File: config.mk
export PLATFORM = sky130hd
export DESIGN_NAME = led_sequencer
export DESIGN_NICKNAME = d
export VERILOG_FILES = /design/src/rtl/led_sequencer.sv
export SDC_FILE = /design/constraint.sdc
export NUM_CORES = 1
export LEC_CHECK = 0
export BUFFER_PORTS_ARGS = -buffer_cell sky130_fd_sc_hd__buf_2
export CAP_MARGIN = 20
export CORE_ASPECT_RATIO = 1.2
export CORE_UTILIZATION = 43
export DETAILED_ROUTE_END_ITERATION = 7
export GPL_TIMING_DRIVEN = 0
export PLACE_DENSITY_LB_ADDON = 0.1
export SYNTH_ARGS = -nofsm -noshare
export SYNTH_HDL_FRONTEND = slang
export SYNTH_SLANG_ARGS = --single-unit
File: constraint.sdc
create_clock -name clock -period 3.1 [get_ports clock]
set_input_delay 0.62 -clock clock [delete_from_list [all_inputs] [get_ports clock]]
set_output_delay 0.62 -clock clock [all_outputs]
set_load 0.1 [all_outputs]
File: src/rtl/led_sequencer.sv
// led_sequencer: front-panel LED pattern generator.
//
// Drives NUM_LEDS registered outputs in one of four modes selected by
// `mode`: off, chase, blink and maintenance (all on). Pattern steps are
// paced by an internal prescaler tick every CLOCK_DIV system clocks, so
// the whole block runs on `clock` with no derived clock.
//
// Build option:
//   LED_SEQ_BOUNCE_EN  defined   -> chase runs ping-pong (0..N-1..0), using a
//                                   direction bit
//                      undefined -> chase wraps from N-1 back to 0
//
// Any change of `mode` restarts the prescaler and the pattern from position 0
// on the next clock. The restart wins over a coincident tick and over `hold`.

module led_sequencer #(
  parameter int NUM_LEDS  = 6,
  parameter int CLOCK_DIV = 10000000
) (
  input  logic                clock,
  input  logic                reset,
  input  logic [NUM_LEDS-1:0] led_enable,
  input  logic [1:0]          mode,
  input  logic                hold,
  output logic [NUM_LEDS-1:0] led_output,
  output logic                step_pulse
);

  // Prescaler needs at least one bit, even when CLOCK_DIV is 1.
  localparam int DIV_W = (CLOCK_DIV > 1) ? $clog2(CLOCK_DIV) : 1;
  localparam int POS_W = $clog2(NUM_LEDS);

  localparam logic [DIV_W-1:0] DIV_LAST = DIV_W'(CLOCK_DIV - 1);
  localparam logic [POS_W-1:0] POS_LAST = POS_W'(NUM_LEDS - 1);

  localparam logic [1:0] MODE_OFF   = 2'b00;
  localparam logic [1:0] MODE_CHASE = 2'b01;
  localparam logic [1:0] MODE_BLINK = 2'b10;
  localparam logic [1:0] MODE_MAINT = 2'b11;

  // Registered state
  logic [DIV_W-1:0]    div_cnt;
  logic [POS_W-1:0]    pos;
  logic                phase;
  logic [1:0]          mode_q;

  // Next-state values
  logic [DIV_W-1:0]    div_cnt_n;
  logic [POS_W-1:0]    pos_n;
  logic                phase_n;
  logic [NUM_LEDS-1:0] led_n;

  // Control
  logic                restart;
  logic                tick;
  logic                step;
  logic                clear;

`ifdef LED_SEQ_BOUNCE_EN
  // Chase direction: 0 = counting up, 1 = counting down.
  logic                dir;
  logic                dir_n;
`endif

  // Restart detection and prescaler tick qualification.
  // NOTE: every signal assigned in an always_comb gets a default at the top
  // of the block, so no path can leave it unassigned and infer a latch.
  always_comb begin
    restart = (mode != mode_q);
    tick    = (div_cnt == DIV_LAST) && !hold;
    // Off mode parks everything at 0; a restart also clears everything.
    clear   = restart || (mode == MODE_OFF);
    // A restart suppresses a coincident tick; off mode never steps.
    step    = tick && !clear;
  end

  // Prescaler: counts 0..CLOCK_DIV-1, frozen by hold, cleared on restart/off.
  always_comb begin
    div_cnt_n = div_cnt;
    if (clear) begin
      div_cnt_n = '0;
    end else if (!hold) begin
      if (div_cnt == DIV_LAST) begin
        div_cnt_n = '0;
      end else begin
        div_cnt_n = div_cnt + DIV_W'(1);
      end
    end
  end

  // Chase position: advances on each step while in chase mode.
  always_comb begin
    pos_n = pos;
`ifdef LED_SEQ_BOUNCE_EN
    dir_n = dir;
`endif
    if (clear) begin
      pos_n = '0;
`ifdef LED_SEQ_BOUNCE_EN
      dir_n = 1'b0;
`endif
    end else if (step && (mode == MODE_CHASE)) begin
`ifdef LED_SEQ_BOUNCE_EN
      // Ping-pong: flip direction on the step that lands on either end,
      // so the end positions are shown once, not twice.
      if (!dir) begin
        pos_n = pos + POS_W'(1);
        if (pos_n == POS_LAST) begin
          dir_n = 1'b1;
        end
      end else begin
        pos_n = pos - POS_W'(1);
        if (pos_n == '0) begin
          dir_n = 1'b0;
        end
      end
`else
      // Wrap-around chase.
      if (pos == POS_LAST) begin
        pos_n = '0;
      end else begin
        pos_n = pos + POS_W'(1);
      end
`endif
    end
  end

  // Blink phase: toggles on each step while in blink mode.
  always_comb begin
    phase_n = phase;
    if (clear) begin
      phase_n = 1'b0;
    end else if (step && (mode == MODE_BLINK)) begin
      phase_n = ~phase;
    end
  end

  // Output pattern, computed from the next position/phase so that a step
  // and the LED update it causes become visible on the same clock edge.
  always_comb begin
    led_n = '0;
    case (mode)
      MODE_OFF:   led_n = '0;
      MODE_CHASE: led_n = (NUM_LEDS'(1) << pos_n) & led_enable;
      MODE_BLINK: led_n = phase_n ? led_enable : '0;
      MODE_MAINT: led_n = '1;
      default:    led_n = '0;
    endcase
  end

  // State and output registers; everything clears at once on reset low.
  // NOTE: sequential state uses non-blocking assignments so every register
  // samples the pre-edge values, independent of statement order.
  always_ff @(posedge clock or negedge reset) begin
    if (!reset) begin
      div_cnt    <= '0;
      pos        <= '0;
      phase      <= 1'b0;
      mode_q     <= MODE_OFF;
      led_output <= '0;
      step_pulse <= 1'b0;
    end else begin
      div_cnt    <= div_cnt_n;
      pos        <= pos_n;
      phase      <= phase_n;
      mode_q     <= mode;
      led_output <= led_n;
      step_pulse <= step;
    end
  end

`ifdef LED_SEQ_BOUNCE_EN
  // Chase direction register.
  always_ff @(posedge clock or negedge reset) begin
    if (!reset) begin
      dir <= 1'b0;
    end else begin
      dir <= dir_n;
    end
  end
`endif

endmodule

==> Word level (Yosys, flattened, before mapping) <==
Index checks and enable logic that the tools add are counted.
{ "word_totals": {"out_inout_bits": 7, "reg_bits": 37, "in_bits": 11, "wordCells": 36, "mem_bits_ro": 0, "mem_count": 0, "latchBits": 0, "mem_bits_rw": 0} }
{ "op_classes": {"reduce_logical": 8, "magnitude_cmp": 0, "n_mul": 0, "n_eq_ne": 7, "div": 0, "muxes": 10, "bitwise_logic": 2, "shift": 1, "addsub": 2} }
{ "ops": {"columns": ["cell", "count"], "rows": [
  ["$mux W24", 3],
  ["$add A24 B1 Y24 const B", 1],
  ["$eq A24 B24 Y1 const B", 1],
  ["$pmux W6 S4", 1],
  ["$mux W3", 3],
  ["$and A6 B6 Y6", 1],
  ["$mux W6", 1],
  ["$shl A1 B3 Y6 const A", 1],
  ["$eq A2 B2 Y1 const B", 2],
  ["$logic_and A1 B1 Y1", 4],
  ["$add A3 B1 Y3 const B", 1],
  ["$eq A3 B3 Y1 const B", 1],
  ["$eq A2 B1 Y1 const B", 1],
  ["$logic_not A1 Y1", 2],
  ["$logic_not A2 Y1", 1],
  ["$mux W1", 2],
  ["$ne A2 B1 Y1 const B", 1],
  ["$ne A2 B2 Y1", 1],
  ["$logic_or A1 B1 Y1", 1],
  ["$not A1 Y1", 1]
]} }

==> Longest topological paths before layout <==
Gate-level depths: netlist of run 1.
{ "depth": {"ltp_word": 10, "mapped_depth": 7, "ltp_nobuf": 6} }

==> Worst setup path after synthesis of run 1 <==
Ideal clock, no wire load.
{ "synth_path": {"path_type": "reg-to-reg", "from": "register div_cnt[0]", "to": "register div_cnt[17]", "t_arrival_ps": 2010, "path_slack_ps": 963, "setup_time_ps": 126, "required_ps": 2974, "path_buffers": 0, "path_stages_with_launch": 7, "synth_period_minus_slack_ps": 2137, "cell_sequence": "dfrtp_1 > ha_1 > nand4_4 > or2_1 > or4_1 > nor3b_1 > a311o_1"} }
{ "synth_between": {"elab_chain_cells": 4, "elab_cells_between_ends": 5} }
{ "synth_rtl": {"columns": ["item", "line_no", "rtl"], "rows": [
  ["start: declaration", "42", "logic [DIV_W-1:0] div_cnt;"],
  ["start signal: assignment", "163", "div_cnt <= div_cnt_n;"],
  ["$add A24 B1 Y24 / $eq A24 B24 Y1 (equally long branches)", "86, 83", null],
  ["$mux W24 (*)", "83", "if (div_cnt == DIV_LAST) begin"],
  ["$mux W24 (*)", "82", "end else if (!hold) begin"],
  ["$mux W24 (*)", "80", "if (clear) begin"]
]} }
Every way passes the cells marked *; elsewhere a longest branch is shown, timed or not. The select of a mux whose other input is x is not followed.
A chain may end at the register's enable or synchronous reset.

==> Final worst setup path of run 1 <==
{ "layout_path": {"from": "input port mode[0]", "to": "register div_cnt[19]"} }
{ "layout_between": {"elab_chain_cells": 3, "elab_cells_between_ends": 5} }
{ "layout_rtl": {"columns": ["item", "line_no", "rtl"], "rows": [
  ["start: declaration", "23", "input logic [1:0] mode,"],
  ["$ne A2 B2 Y1 / $logic_not A2 Y1 (equally long branches)", "69, 72", null],
  ["$logic_or A1 B1 Y1 (*)", "72", "clear = restart || (mode == MODE_OFF);"],
  ["$ne A2 B1 Y1 (no source line) / $mux W24 (equally long branches)", null, null]
]} }
Every way passes the cells marked *; elsewhere a longest branch is shown, timed or not.

==> results summary, run 1 <==
In this design, the stage delay of the slowest critical-path cell is 0.69 ns. The most used flip-flop cell after synthesis is sky130_fd_sc_hd__dfrtp_1. The number of buffers between clock root and the deepest sink came out at 2.

Counting flops with a built-in enable in the synthesized netlist gives 0. Synthesis produced a netlist with a net count of 251. VDD sags by at most 241 uV. For this run, the number of Yosys warnings is 0. The initial DRC count is 146. Cells with a size suffix above 1 make up 15.9% of the layout.

The final count of hold timing violations is 0. The initial antenna violation count came out at 0. The net count reported at finish came out at 275. Walking the worst path, the cells encountered are buf_2 > clkbuf_1 > nand3b_1 > o22ai_1 > buf_2 > nand2_1 > a21oi_1. The cell count after synthesis came out at 239.

The number of pins with negative max-slew slack in the final report is 0. The average wire per standard cell is 16.2 um. For this run, asynchronously set or reset flops after synthesis account for 100%. The power density over the cells is 380 mW/mm2. On the critical path the largest part of the delay comes from compound AO/OA/AOI/OAI gates.

Based on the critical path, the design can be clocked at up to 0.398 GHz. The worst-case clock skew is 0.00689 ns. The H-tree was split into 2 levels.

The data required time at the worst endpoint is 3.31 ns. The die area is 0.00560 mm2. The first global-routing pass estimated 8.86 mm of wire.

The total track usage came out at 21.7%. The floorplan has 28 rows. Summed over all nets, the half-perimeter wirelength after detailed placement is 3.71 mm.

The later pin in the worst-skew pair is clocked with a latency of 0.29 ns. Setup repair after global routing left no endpoint under its margin. The number of antenna diodes came out at 0. After routing, the total negative slack on setup checks comes to 0 ns.

The most frequent cell on the critical path is sky130_fd_sc_hd__buf_2. Once placement finished, the instance area stood at 0.00244 mm2. The share of the core filled with cells in the final layout is 50.7%.

The headroom to the max-slew limit came out at 43.1%. The finished cells cover 0.00254 mm2. Across all setup checks in the final design, the least slack found is 0.587 ns.

The slew at the pin with the worst max-slew slack came out at 0.853 ns. The critical path contains buffers and inverters numbering 3 combined. The number of post-CTS setup repair buffers came out at 0. The number of buffers inserted by hold repair at cts came out at 0. The top-level I/O count came out at 18. The initial cell density of the core is 45.5%. In this run the cell area of the synthesized design comes to 0.00228 mm2. The remaining routing DRC violations is 0. The worst setup path is launched from an input port. The count of port buffers added during placement is 17. The critical path is of the in2reg type. The tree is rooted in a sky130_fd_sc_hd__clkbuf_8.

The peak fanout along the critical path came out at 10. The portion of the clock cycle consumed by the worst path in the final layout came out at 81.1%. The number of setup violations in the final report is 0. The number of maximum-capacitance violations is 0. In this run, synthesis produced a sequential element count of 37. The via count of the routed design came out at 1887. The first-pass iteration count of the detailed router came out at 4.

The number of buffers created by CTS came out at 5. Entering global routing, the biggest net connects 38 pins. The number of vias per cell after detailed routing came out at 5.82. The static leakage power came out at 1.01 nW. The worst setup path is captured at a flop.

The path class of the tightest hold or removal check is in2async. The clock transition time at the flip-flop clock pins of the worst setup and hold paths is 0.08 ns. The worst hold slack came out at 0.432 ns. Relative to the synthesized area, the layout overhead comes to 11.5%. Of the synthesized area, sequential elements account for 40.6%. In this run the vertical extent of the chip is 81.7 um.

In this run, post-CTS repair resized a total of 0 instances. The time the final worst path needs with I/O delays and setup is 2.51 ns. The area of the core region came out at 0.00501 mm2.

STA puts the critical path data arrival time at 2.73 ns. The mean cell area of the mapped netlist came out at 9.53 um2. The number of library cell types mapped by synthesis is 60. The aggregate routed wire length came out at 5.25 mm. The clock drives 37 sinks. The slowest stage of the critical path belongs to the cell sky130_fd_sc_hd__o22ai_1. The number of placed instances, taps included, is 316. The via count of the first global-routing pass came out at 1794. The number of cells in the finished layout apart from fillers is 324. The horizontal extent of the die came out at 68.5 um. The antenna violation net count after detailed routing came out at 0. After global routing the overflow that remains totals 0. The clock tree from TritonCTS is done.

The run finished with clean final reports. The global placement routability congestion came out at 0.806. Before CTS, the worst setup slack after placement is 0.240 ns. The overall power consumption came out at 0.966 mW.
[flip-flops by register name (all words and copies together), names as in the netlist]
signal	cells
step_pulse	1
pos	3
phase	1
mode_q	2
div_cnt	24
led_output	6
[layout make-up]
class                           instances  area, um2
Tap cell                               60       75.1
Inverter                                5       18.8
Sequential cell                        37        926
Multi-Input combinational cell        188       1290
Clock inverter                          1       5.00
Timing Repair Buffer                   17       85.1
Clock buffer                            7       96.3
Buffer                                  9       47.5
Fill cell                             485       2470
[power breakdown]
group / total (mW) / switching (mW) / internal [mW]
Sequential: 0.492 / 0.00339 / 0.488
Combinational: 0.0993 / 0.0785 / 0.0208
Clock: 0.375 / 0.174 / 0.201
[layer usage]
layer	GRT usage [%]	wire length [um]	vias to the layer above	share of wire [%]
met3	4.17	184	7	3.5
li1	-	-	938	-
met4	8.54	102	0	1.9
met1	26.9	2360	901	45
met5	0	0	-	0
met2	36.5	2610	41	50
[worst paths after layout]
| path | startpoint | endpoint | slack [ns] | depth (start not counted) |
|---|---|---|---|---|
| min in group clock | mode[0] | mode_q[0] | 0.49 | 1 |
| min reg2reg | div_cnt[1] | div_cnt[1] | 0.57 | 2 |
| max in group asynchronous | reset | div_cnt[5] | 2.13 | 1 |
| max | mode[0] | div_cnt[19] | 0.59 | 7 |
| max reg2reg | div_cnt[0] | led_output[2] | 0.63 | 6 |
| min | reset | led_output[2] | 0.43 | 1 |
[logic make-up after synthesis]
| logic type | Yosys count | share of synthesized area (%) |
|---|---|---|
| compound gates | 44 | 14.4 |
| xor+xnor | 16 | 6.15 |
| fa+ha+maj | 1 | 0.549 |
| buf+inv | 14 | 2.91 |
| flops | 37 | 40.6 |
| mux | 9 | 3.95 |
| simple gates | 118 | 31.4 |
[Yosys cell counts (2+ instances only)]
cell                         n  area, um2
sky130_fd_sc_hd__xor2_1      3       26.3
sky130_fd_sc_hd__mux2i_1     9       90.1
sky130_fd_sc_hd__a221oi_1    2       17.5
sky130_fd_sc_hd__o21a_1      2       15.0
sky130_fd_sc_hd__nand2b_1    3       18.8
sky130_fd_sc_hd__nor3_1      2       10.0
sky130_fd_sc_hd__inv_1       5       18.8
sky130_fd_sc_hd__nand3_1    10       50.1
sky130_fd_sc_hd__and3b_1     2       17.5
sky130_fd_sc_hd__and3_1      6       37.5
sky130_fd_sc_hd__nor4_2      2       25.0
sky130_fd_sc_hd__nand4_1     5       31.3
sky130_fd_sc_hd__nand3b_1    3       22.5
sky130_fd_sc_hd__a211oi_1    7       52.6
sky130_fd_sc_hd__dfrtp_1    37        926
sky130_fd_sc_hd__nand4b_1    2       17.5
sky130_fd_sc_hd__a2111oi_0   3       26.3
sky130_fd_sc_hd__a21oi_1    10       50.1
sky130_fd_sc_hd__nor2b_1     5       31.3
sky130_fd_sc_hd__buf_2       2       10.0
sky130_fd_sc_hd__or4_4       2       22.5
sky130_fd_sc_hd__nor4b_1     4       35.0
sky130_fd_sc_hd__or4_1       2       15.0
sky130_fd_sc_hd__o21ai_0     2       10.0
sky130_fd_sc_hd__a31oi_1     5       31.3
sky130_fd_sc_hd__nor4_1      8       50.1
sky130_fd_sc_hd__xnor2_1    13        114
sky130_fd_sc_hd__nand2_1    16       60.1
sky130_fd_sc_hd__nor2_1     29        109
sky130_fd_sc_hd__clkbuf_1    5       18.8
sky130_fd_sc_hd__nor3b_1     4       30.0
[placed cells by master (no fill, tap or decap), types with 2 or more instances in the layout]
master and instances:
sky130_fd_sc_hd__xnor2_1 13, sky130_fd_sc_hd__nand2_1 16, sky130_fd_sc_hd__nor3b_1 4, sky130_fd_sc_hd__o21ai_0 2, sky130_fd_sc_hd__nand2b_1 3, sky130_fd_sc_hd__dfrtp_1 37, sky130_fd_sc_hd__nand3b_1 3, sky130_fd_sc_hd__nand4b_1 2
sky130_fd_sc_hd__nand4_1 5, sky130_fd_sc_hd__mux2i_1 9, sky130_fd_sc_hd__nor2_1 29, sky130_fd_sc_hd__nor4_1 8, sky130_fd_sc_hd__a21oi_1 10, sky130_fd_sc_hd__a221oi_1 2, sky130_fd_sc_hd__xor2_1 3, sky130_fd_sc_hd__clkbuf_1 5
sky130_fd_sc_hd__buf_2 19, sky130_fd_sc_hd__and3_1 6, sky130_fd_sc_hd__clkbuf_8 7, sky130_fd_sc_hd__inv_1 5, sky130_fd_sc_hd__a211oi_1 7, sky130_fd_sc_hd__a2111oi_0 3, sky130_fd_sc_hd__or4_1 2, sky130_fd_sc_hd__nand3_1 10
sky130_fd_sc_hd__or4_4 2, sky130_fd_sc_hd__and3b_1 2, sky130_fd_sc_hd__nor4b_1 4, sky130_fd_sc_hd__o21a_1 2, sky130_fd_sc_hd__nor4_2 2, sky130_fd_sc_hd__nor2b_1 5, sky130_fd_sc_hd__nor3_1 2, sky130_fd_sc_hd__a31oi_1 5
No activity file was read; power rests on OpenSTA's default activity.
==> run 2: changes to the inputs <==
clock period = 2.1 ns   (was 3.1 ns; I/O delays follow)
==> run 2 against run 1 <==
  * The run now ends with setup timing left
  * Cell area is 10% higher
  * Non-clock buffer count up 15
  * Routed wire length up 5.8%
  * Largest power group unchanged
  * Clock skew shrank 0.0013 ns
  * Hold slack worse by 0.21 ns
  * Clock power grew 47%
  * Die area unchanged
  * Cell count rose by 4.6%
  * Critical endpoint is now div_cnt[17]
  * Largest cell class unchanged
  * Sequential share of layout area decreased by 3.2 points
  * Critical path depth down 1
  * Core utilization rose by 5.2 points
  * Total power up 48%
==> results summary, run 2 (synthesis gave the netlist of run 1 again) <==
The instance count after placement with tap cells included is 316 (unchanged). The most frequent standard cell in the layout excluding fill and tap cells is sky130_fd_sc_hd__dfrtp_1 (unchanged). The library cell used as clock root buffer was sky130_fd_sc_hd__clkbuf_8 (unchanged).

The overall overflow remaining after global route is 0 (unchanged). The area of the core region was 0.00501 mm2 (unchanged). The final setup TNS is -0.0173 ns (was 0 ns). The global placement routability congestion came out at 0.801 (was 0.806).

The clock tree from TritonCTS was done (unchanged). The number of flip-flops in the largest register is 24 (unchanged). The number of cells in the finished layout apart from fillers is 339 (was 324). The sort of element at the end of the critical path is a flop (unchanged). The portion of the clock cycle consumed by the worst path in the final layout is 101%.

The die area is 0.00560 mm2 (unchanged). The HPWL after detailed placement was 3.75 mm (was 3.71 mm). The number of buffers between clock root and the deepest sink came out at 2 (unchanged). The critical path startpoint category is a flop (was input port).

The aggregate routed wire length came out at 5.56 mm (was 5.25 mm). The first-pass iteration count of the detailed router came out at 4 (unchanged). The power density over the cells is 512 mW/mm2 (was 380 mW/mm2). Counting I/O delays and the setup requirement, the final critical path takes 2.12 ns. The top-level I/O count came out at 18 (unchanged).

The worst hold slack is 0.226 ns (was 0.432 ns). The number of vias per cell after detailed routing is 5.91 (was 5.82). Unrepaired setup endpoints after global routing: yes (was no). The count of port buffers added during placement came out at 17 (unchanged). The remaining routing DRC violations came to 0 (unchanged). The die height is 81.7 um (unchanged). The number of antenna diodes came out at 0 (unchanged). The overall power consumption is 1.43 mW (was 0.966 mW). The horizontal extent of the die is 68.5 um (unchanged). The average wire per standard cell is 16.4 um (was 16.2 um). The arrival time of data at the critical path endpoint came to 2.29 ns (was 2.73 ns).

The maximum number of pins on one net before global-route repair came out at 38 (unchanged). Highest-count cells in the layout ignoring fill and taps: 33 x sky130_fd_sc_hd__dfrtp_1, 29 x sky130_fd_sc_hd__nor2_1, 18 x sky130_fd_sc_hd__buf_2 (was 37 x sky130_fd_sc_hd__dfrtp_1, 29 x sky130_fd_sc_hd__nor2_1, 19 x sky130_fd_sc_hd__buf_2). The top register by number of flip-flops was div_cnt (unchanged). Ordered list of cells on the worst path: ha_2 > nand4_4 > or2_4 > or4_4 > nor3b_2 > a311o_1 (was buf_2 > clkbuf_1 > nand3b_1 > o22ai_1 > buf_2 > nand2_1 > a21oi_1). The number of maximum-capacitance violations is 0 (unchanged). The insertion delay to the later sink of the worst-skew pair is 0.29 ns (about the same).

The final count of hold timing violations came to 0 (unchanged). The longest individual stage delay on the worst path came out at 0.55 ns (was 0.69 ns). The depth of the worst register-to-register path came out at 6 (unchanged). The share of the core filled with cells in the final layout is 55.9% (was 50.7%). Status: complete, but fails checks (was completed).

The wire length of the first global-routing pass is 9.35 mm (was 8.86 mm). The maximum level of the CTS H-tree came to 2 (unchanged). The placed standard-cell area came out at 0.00246 mm2 (was 0.00244 mm2). The final worst slack is -0.0173 ns (was 0.587 ns). The number of pins with negative max-slew slack in the final report came out at 0 (unchanged). The number of buffers created by CTS came out at 5 (unchanged). For this run, the top clock speed supported by timing is 0.472 GHz.

The checks that failed: setup timing. The post-placement setup slack came to -0.580 ns (was 0.240 ns). The via count of the routed design came out at 2005 (was 1887). The worst-case clock skew is 0.00559 ns (was 0.00689 ns). The dominant delay contributor by cell family on the critical path was simple AND/OR/NAND/NOR gates (was compound AO/OA/AOI/OAI gates). The number of setup violations in the final report came to 1 (was 0). The highest ir drop seen on vdd came out at 349 uV (was 241 uV). The total track usage is 22.6% (was 21.7%).

The worst hold path class is in2async (unchanged). The worst-path cell with the longest stage delay is sky130_fd_sc_hd__or4_4 (was sky130_fd_sc_hd__o22ai_1). The antenna violation net count after detailed routing is 0 (unchanged). The static leakage power was 1.17 nW (was 1.01 nW). The sink count of the clock tree is 37 (unchanged).

The slew at the pin with the worst max-slew slack is 0.841 ns (was 0.853 ns). The layout cell share with drive strength beyond 1 is 26.9% (was 15.9%). Registers with the most flip-flops: div_cnt x24, led_output x6, pos x3 (unchanged). The initial DRC count is 82 (was 146). The clock transition time at the flip-flop clock pins of the worst setup and hold paths came out at 0.08 ns (about the same). The floorplan row count is 28 (unchanged). The area added between synthesis and finish is 22.8% (was 11.5%). The net count reported at finish came out at 290 (was 275). The via count of the first global-routing pass came to 1963 (was 1794). The number of buffers inserted by hold repair at cts came out at 0 (unchanged). The initial cell density of the core was 45.5% (unchanged).

The number of gates on the worst path with buffers counted is 6 (was 7). The headroom to the max-slew limit is 43.9% (was 43.1%). The peak fanout along the critical path is 4 (was 10).

The data required time at the worst endpoint came out at 2.28 ns (was 3.31 ns). The number of buffers and inverters on the critical path is 0 (was 3). The worst setup path category is reg2reg (was in2reg). The initial antenna violation count is 0 (unchanged). The final instance area was 0.00280 mm2 (was 0.00254 mm2).
[run 2: changes by cell type in the layout (fill, tap and decap cells not counted), moves of 2 or more]
cell / before / now
sky130_fd_sc_hd__nor4_2: 2 / 0
sky130_fd_sc_hd__buf_4: 1 / 15
sky130_fd_sc_hd__dfrtp_2: 0 / 4
sky130_fd_sc_hd__nor3_1: 2 / 0
sky130_fd_sc_hd__nor4_4: 1 / 4
sky130_fd_sc_hd__dfrtp_1: 37 / 33
[run 2: layer usage]
layer	global-route usage, %	up-vias	routed length [um]
met5	0	-	0
met4	7.92	0	186
met3	4.17	15	153
met2	41.3	39	2840
met1	25.7	978	2380
li1	-	973	-
[run 2: timing repair]
item                       CTS  global route
setup buffers                8             7
setup endpoints to repair   26            27
gates resized for setup      8            19
pin swaps                    3            10
[run 2: area by class of cell]
type | count | area [um2]
plain buffers | 9 | 55.1
clock buffers | 7 | 96.3
clock inverters | 1 | 5.00
fillers | 451 | 2210
inverters | 5 | 18.8
multi-input cells | 188 | 1410
flip-flops and latches | 37 | 931
well taps | 60 | 75.1
repair buffers | 32 | 210
[run 2: final timing paths]
check,start,end,slack [ns]
worst min register to register,div_cnt[14],div_cnt[14],0.61
worst max-delay path,div_cnt[0],div_cnt[17],-0.02
worst min-delay path,reset,led_output[1],0.23
worst max register to register,div_cnt[0],div_cnt[17],-0.02
min in group clock,mode[0],mode_q[0],0.30
max in group asynchronous,reset,div_cnt[5],1.29
[run 2: report_power, final]
part	leakage, nW	total, mW	switching, mW	internal (mW)
Combinational	0.611	0.155	0.121	0.0347
Clock	0.0542	0.551	0.254	0.297
Sequential	0.500	0.726	0.00485	0.721
Total	1.17	1.43	0.380	1.05
==> run 3: changes to the inputs <==
ABC_AREA = 1   (was default)
==> run 3 against run 2 <==
  * The run now ends clean
  * Synthesized area decreased by 0.99%
  * Clock-buffer cell count shrank 2
  * Routed wire length down 12%
  * Cell count increased by 15%
  * Sequential power rose by 2.9%
  * Clock skew rose by 0.0010 ns
  * Synthesized cell count rose by 27%
  * First-iteration DRC count increased by 54%
  * Die area shrank 0.96%
  * Non-clock buffer count down 18
  * Sequential share of layout area rose by 2.8 points
  * Critical endpoint is now div_cnt[12]
  * Largest power group unchanged
  * Highest routed layer unchanged
==> results summary, run 3 <==
The met3 global-route usage came out at 4.63% (was 4.17%). The average wire per standard cell is 12.5 um (was 16.4 um). The total track usage is 20.5% (was 22.6%).

The top-level I/O count is 18 (unchanged). The library cell with the highest instance count after synthesis is sky130_fd_sc_hd__nand2_1 (was sky130_fd_sc_hd__dfrtp_1). The maximum level of the CTS H-tree came out at 2 (unchanged). The number of buffers inserted by hold repair at cts is 0 (unchanged). The count of port buffers added during placement came out at 17 (unchanged). The most frequent standard cell in the layout excluding fill and tap cells was sky130_fd_sc_hd__nand2_1 (was sky130_fd_sc_hd__dfrtp_1). The gate count after technology mapping is 304 (was 239). The number of fill cells is 513 (was 451). The headroom to the max-slew limit is 44.9% (was 43.9%). The depth of the worst register-to-register path came out at 10 (was 6).

The highest ir drop seen on vdd came out at 423 uV (was 349 uV). The busiest layer in global routing is met2 (unchanged). The remaining routing DRC violations came out at 0 (unchanged). The met1 demand-to-capacity share in global routing came out at 22.7% (was 25.7%).

The sink count of the clock tree came to 37 (unchanged). The horizontal extent of the die is 68.1 um (was 68.5 um). The layout cell share with drive strength beyond 1 is 17.8% (was 26.9%).

The number of buffers between clock root and the deepest sink is 2 (unchanged). The worst hold path class is in2async (unchanged). The top register by number of flip-flops is div_cnt (unchanged).

The clock tree from TritonCTS is done (unchanged). The area added between synthesis and finish is 13.8% (was 22.8%). The cell accounting for the most synthesized area is sky130_fd_sc_hd__dfrtp_1 (unchanged).

Most frequent cells after synthesis: 65 x sky130_fd_sc_hd__nand2_1, 50 x sky130_fd_sc_hd__inv_1, 41 x sky130_fd_sc_hd__nor2_1 (was 37 x sky130_fd_sc_hd__dfrtp_1, 29 x sky130_fd_sc_hd__nor2_1, 16 x sky130_fd_sc_hd__nand2_1). The number of flip-flops in the largest register was 24 (unchanged). The met2 usage in global routing is 36.8% (was 41.3%). The library cell used as clock root buffer is sky130_fd_sc_hd__clkbuf_8 (unchanged).

The top cell type's share of synthesized area is 41.0% (was 40.6%). The most instantiated flip-flop cell in the synthesis netlist was sky130_fd_sc_hd__dfrtp_1 (unchanged). The number of buffers created by CTS is 5 (unchanged). The via count of the routed design is 1943 (was 2005). The warning count from the yosys run was 0 (unchanged).

The clock transition time at the flip-flop clock pins of the worst setup and hold paths came out at 0.08 ns (about the same). The worst setup path category is reg2reg (unchanged). The number of antenna diodes came to 0 (unchanged). The slew at the pin with the worst max-slew slack is 0.826 ns (was 0.841 ns).

The arrival time of data at the critical path endpoint came out at 2.15 ns (was 2.29 ns). The number of enable-type register cells in the synthesized netlist came out at 0 (unchanged). The number of maximum-capacitance violations is 0 (unchanged).

The first-pass iteration count of the detailed router came out at 4 (unchanged). The fmax came out at 0.510 GHz (was 0.472 GHz). Unrepaired setup endpoints after global routing: yes (unchanged). The critical path startpoint category is a flop (unchanged).

The fraction of registers with async set or reset after synthesis came out at 100% (unchanged). The die area came out at 0.00554 mm2 (was 0.00560 mm2). The aggregate routed wire length was 4.89 mm (was 5.56 mm).

The global placement routability congestion is 0.919 (was 0.801). The critical register-to-register path endpoint is div_cnt[12] (was div_cnt[17]). The mean cell area of the mapped netlist came out at 7.42 um2 (was 9.53 um2). Registers with the most flip-flops: div_cnt x24, led_output x6, pos x3 (unchanged). The antenna violation net count after detailed routing came out at 0 (unchanged). Highest-count cells in the layout ignoring fill and taps: 65 x sky130_fd_sc_hd__nand2_1, 48 x sky130_fd_sc_hd__inv_1, 40 x sky130_fd_sc_hd__nor2_1 (was 33 x sky130_fd_sc_hd__dfrtp_1, 29 x sky130_fd_sc_hd__nor2_1, 18 x sky130_fd_sc_hd__buf_2).

The wire length of the first global-routing pass is 8.30 mm (was 9.35 mm). The power density over the cells came to 660 mW/mm2 (was 512 mW/mm2). The initial antenna violation count came out at 0 (unchanged). The final setup TNS came out at 0 ns (was -0.0173 ns). The data required time at the worst endpoint came out at 2.29 ns (was 2.28 ns). The net count reported at finish came out at 342 (was 290). The initial cell density of the core came out at 45.3% (was 45.5%).

The overall overflow remaining after global route came out at 0 (unchanged). The floorplan row count came out at 28 (unchanged). The insertion delay to the later sink of the worst-skew pair is 0.30 ns (was 0.29 ns).

The sort of element at the end of the critical path is a flop (unchanged). The peak fanout along the critical path came out at 4 (unchanged). The static leakage power is 1.28 nW (was 1.17 nW). The number of synthesized register bits is 37 (unchanged). The initial DRC count came out at 126 (was 82). The number of vias per cell after detailed routing came out at 4.97 (was 5.91). The via count of the first global-routing pass is 1882 (was 1963). The die height came to 81.3 um (was 81.7 um). The worst-case clock skew is 0.00661 ns (was 0.00559 ns).

The maximum number of pins on one net before global-route repair came out at 38 (unchanged). The number of library cell types mapped by synthesis came to 34 (was 60). The post-synthesis sequential area ratio came out at 41.0% (was 40.6%). The share of the core filled with cells in the final layout came out at 51.6% (was 55.9%). The number of pins with negative max-slew slack in the final report came out at 0 (unchanged). The startpoint of the worst-slack reg-to-reg timing path is div_cnt[0] (unchanged). The final count of hold timing violations came out at 0 (unchanged). The net count after synthesis is 316 (was 251).

The area of the core region came out at 0.00497 mm2 (was 0.00501 mm2). Top post-synthesis cells by area: sky130_fd_sc_hd__dfrtp_1 41%, sky130_fd_sc_hd__nand2_1 11%, sky130_fd_sc_hd__inv_1 8.3% (was sky130_fd_sc_hd__dfrtp_1 41%, sky130_fd_sc_hd__xnor2_1 5.0%, sky130_fd_sc_hd__nor2_1 4.8%). The time the final worst path needs with I/O delays and setup was 1.96 ns (was 2.12 ns).

The portion of the clock cycle consumed by the worst path in the final layout is 93.4% (was 101%). The post-synthesis instance area was 0.00226 mm2 (was 0.00228 mm2). The register-to-register setup slack was 0.14 ns (was -0.02 ns).

The number of setup violations in the final report was 0 (was 1). The HPWL after detailed placement came to 3.68 mm (was 3.75 mm). Status: completed (was complete, but fails checks).
-- run 3: cell types whose count changed after synthesis, moves of 12 or more --
cell | previous run | this run
sky130_fd_sc_hd__xnor2_1 | 13 | 1
sky130_fd_sc_hd__inv_1 | 5 | 50
sky130_fd_sc_hd__nand2_1 | 16 | 65
sky130_fd_sc_hd__nor2_1 | 29 | 41
-- run 3: kinds of logic (layout without fill, tap and decap cells) --
kind of cell	Yosys count	count (layout)	synth area share [%]
AND/OR/NAND/NOR	166	166	35.6
buffers and inverters	58	85	10.1
flip-flops	37	37	41.0
AO/OA/AOI/OAI	32	32	8.76
XOR/XNOR	10	10	3.88
adder cells (fa/ha/maj)	1	1	0.555
-- run 3: worst max-delay path by stage --
stage	end	from	cells past startpoint	slack, ns
after floorplan	div_cnt[12]	div_cnt[0]	10	0.44
after global placement	div_cnt[3]	mode[0]	10	0.13
after detailed placement	led_output[4]	mode[1]	12	0.11
after CTS	div_cnt[12]	div_cnt[17]	10	0.11
after global routing	div_cnt[12]	div_cnt[1]	10	-0.01
final	div_cnt[12]	div_cnt[0]	10	0.14
-- run 3: final cells by class --
class,count,area [um2],share of cell area [%]
multi-input cells,209,1100,43.0
flip-flops and latches,37,926,36.1
inverters,54,203,7.89
repair buffers,19,100,3.90
well taps,60,75.1,2.92
clock buffers,5,68.8,2.68
clock inverters,3,65.1,2.53
plain buffers,4,26.3,1.02
-- run 3: metal layers --
layer	up-vias	share of wire (%)
met2	39	52
met5	-	0
met1	890	43
met4	0	1.6
li1	1007	-
met3	7	3.2
-- run 3: stage by stage --
stage               power, mW  setup WS, ns  hold slack [ns]  area (um2)  instances
floorplan               0.901         0.441            0.124        2260        304
global placement        0.961         0.132            0.510        2420        381
detailed placement      0.962         0.112            0.515        2420        381
CTS                      1.71         0.109            0.254        2550        389
global route             1.77       -0.0123            0.304        2570        391
finish                   1.69         0.139            0.214        2570        391
-- run 3: report_power, final --
group	switching [mW]	leakage, nW	internal [mW]	total [mW]
sequential	0.0155	0.504	0.731	0.747
clock	0.265	0.0681	0.472	0.737
combinational	0.151	0.712	0.0594	0.210
-- run 3: repair_timing --
action,4_1_cts,5_1_grt
endpoints found under the setup margin,0,5
buffers inserted,0,2
resized for setup,0,3
-- run 3: worst max-delay path, cell delays in order (launching register included) --
cell and delay, ns:
sky130_fd_sc_hd__dfrtp_1 0.40, sky130_fd_sc_hd__ha_1 0.20, sky130_fd_sc_hd__nand3_1 0.14, sky130_fd_sc_hd__nor2_1 0.21, sky130_fd_sc_hd__nand3_4 0.12, sky130_fd_sc_hd__nand2_1 0.16, sky130_fd_sc_hd__nand2_2 0.12, sky130_fd_sc_hd__o21ai_1 0.14
sky130_fd_sc_hd__o21a_1 0.17, sky130_fd_sc_hd__o21ai_0 0.08, sky130_fd_sc_hd__o21a_1 0.10
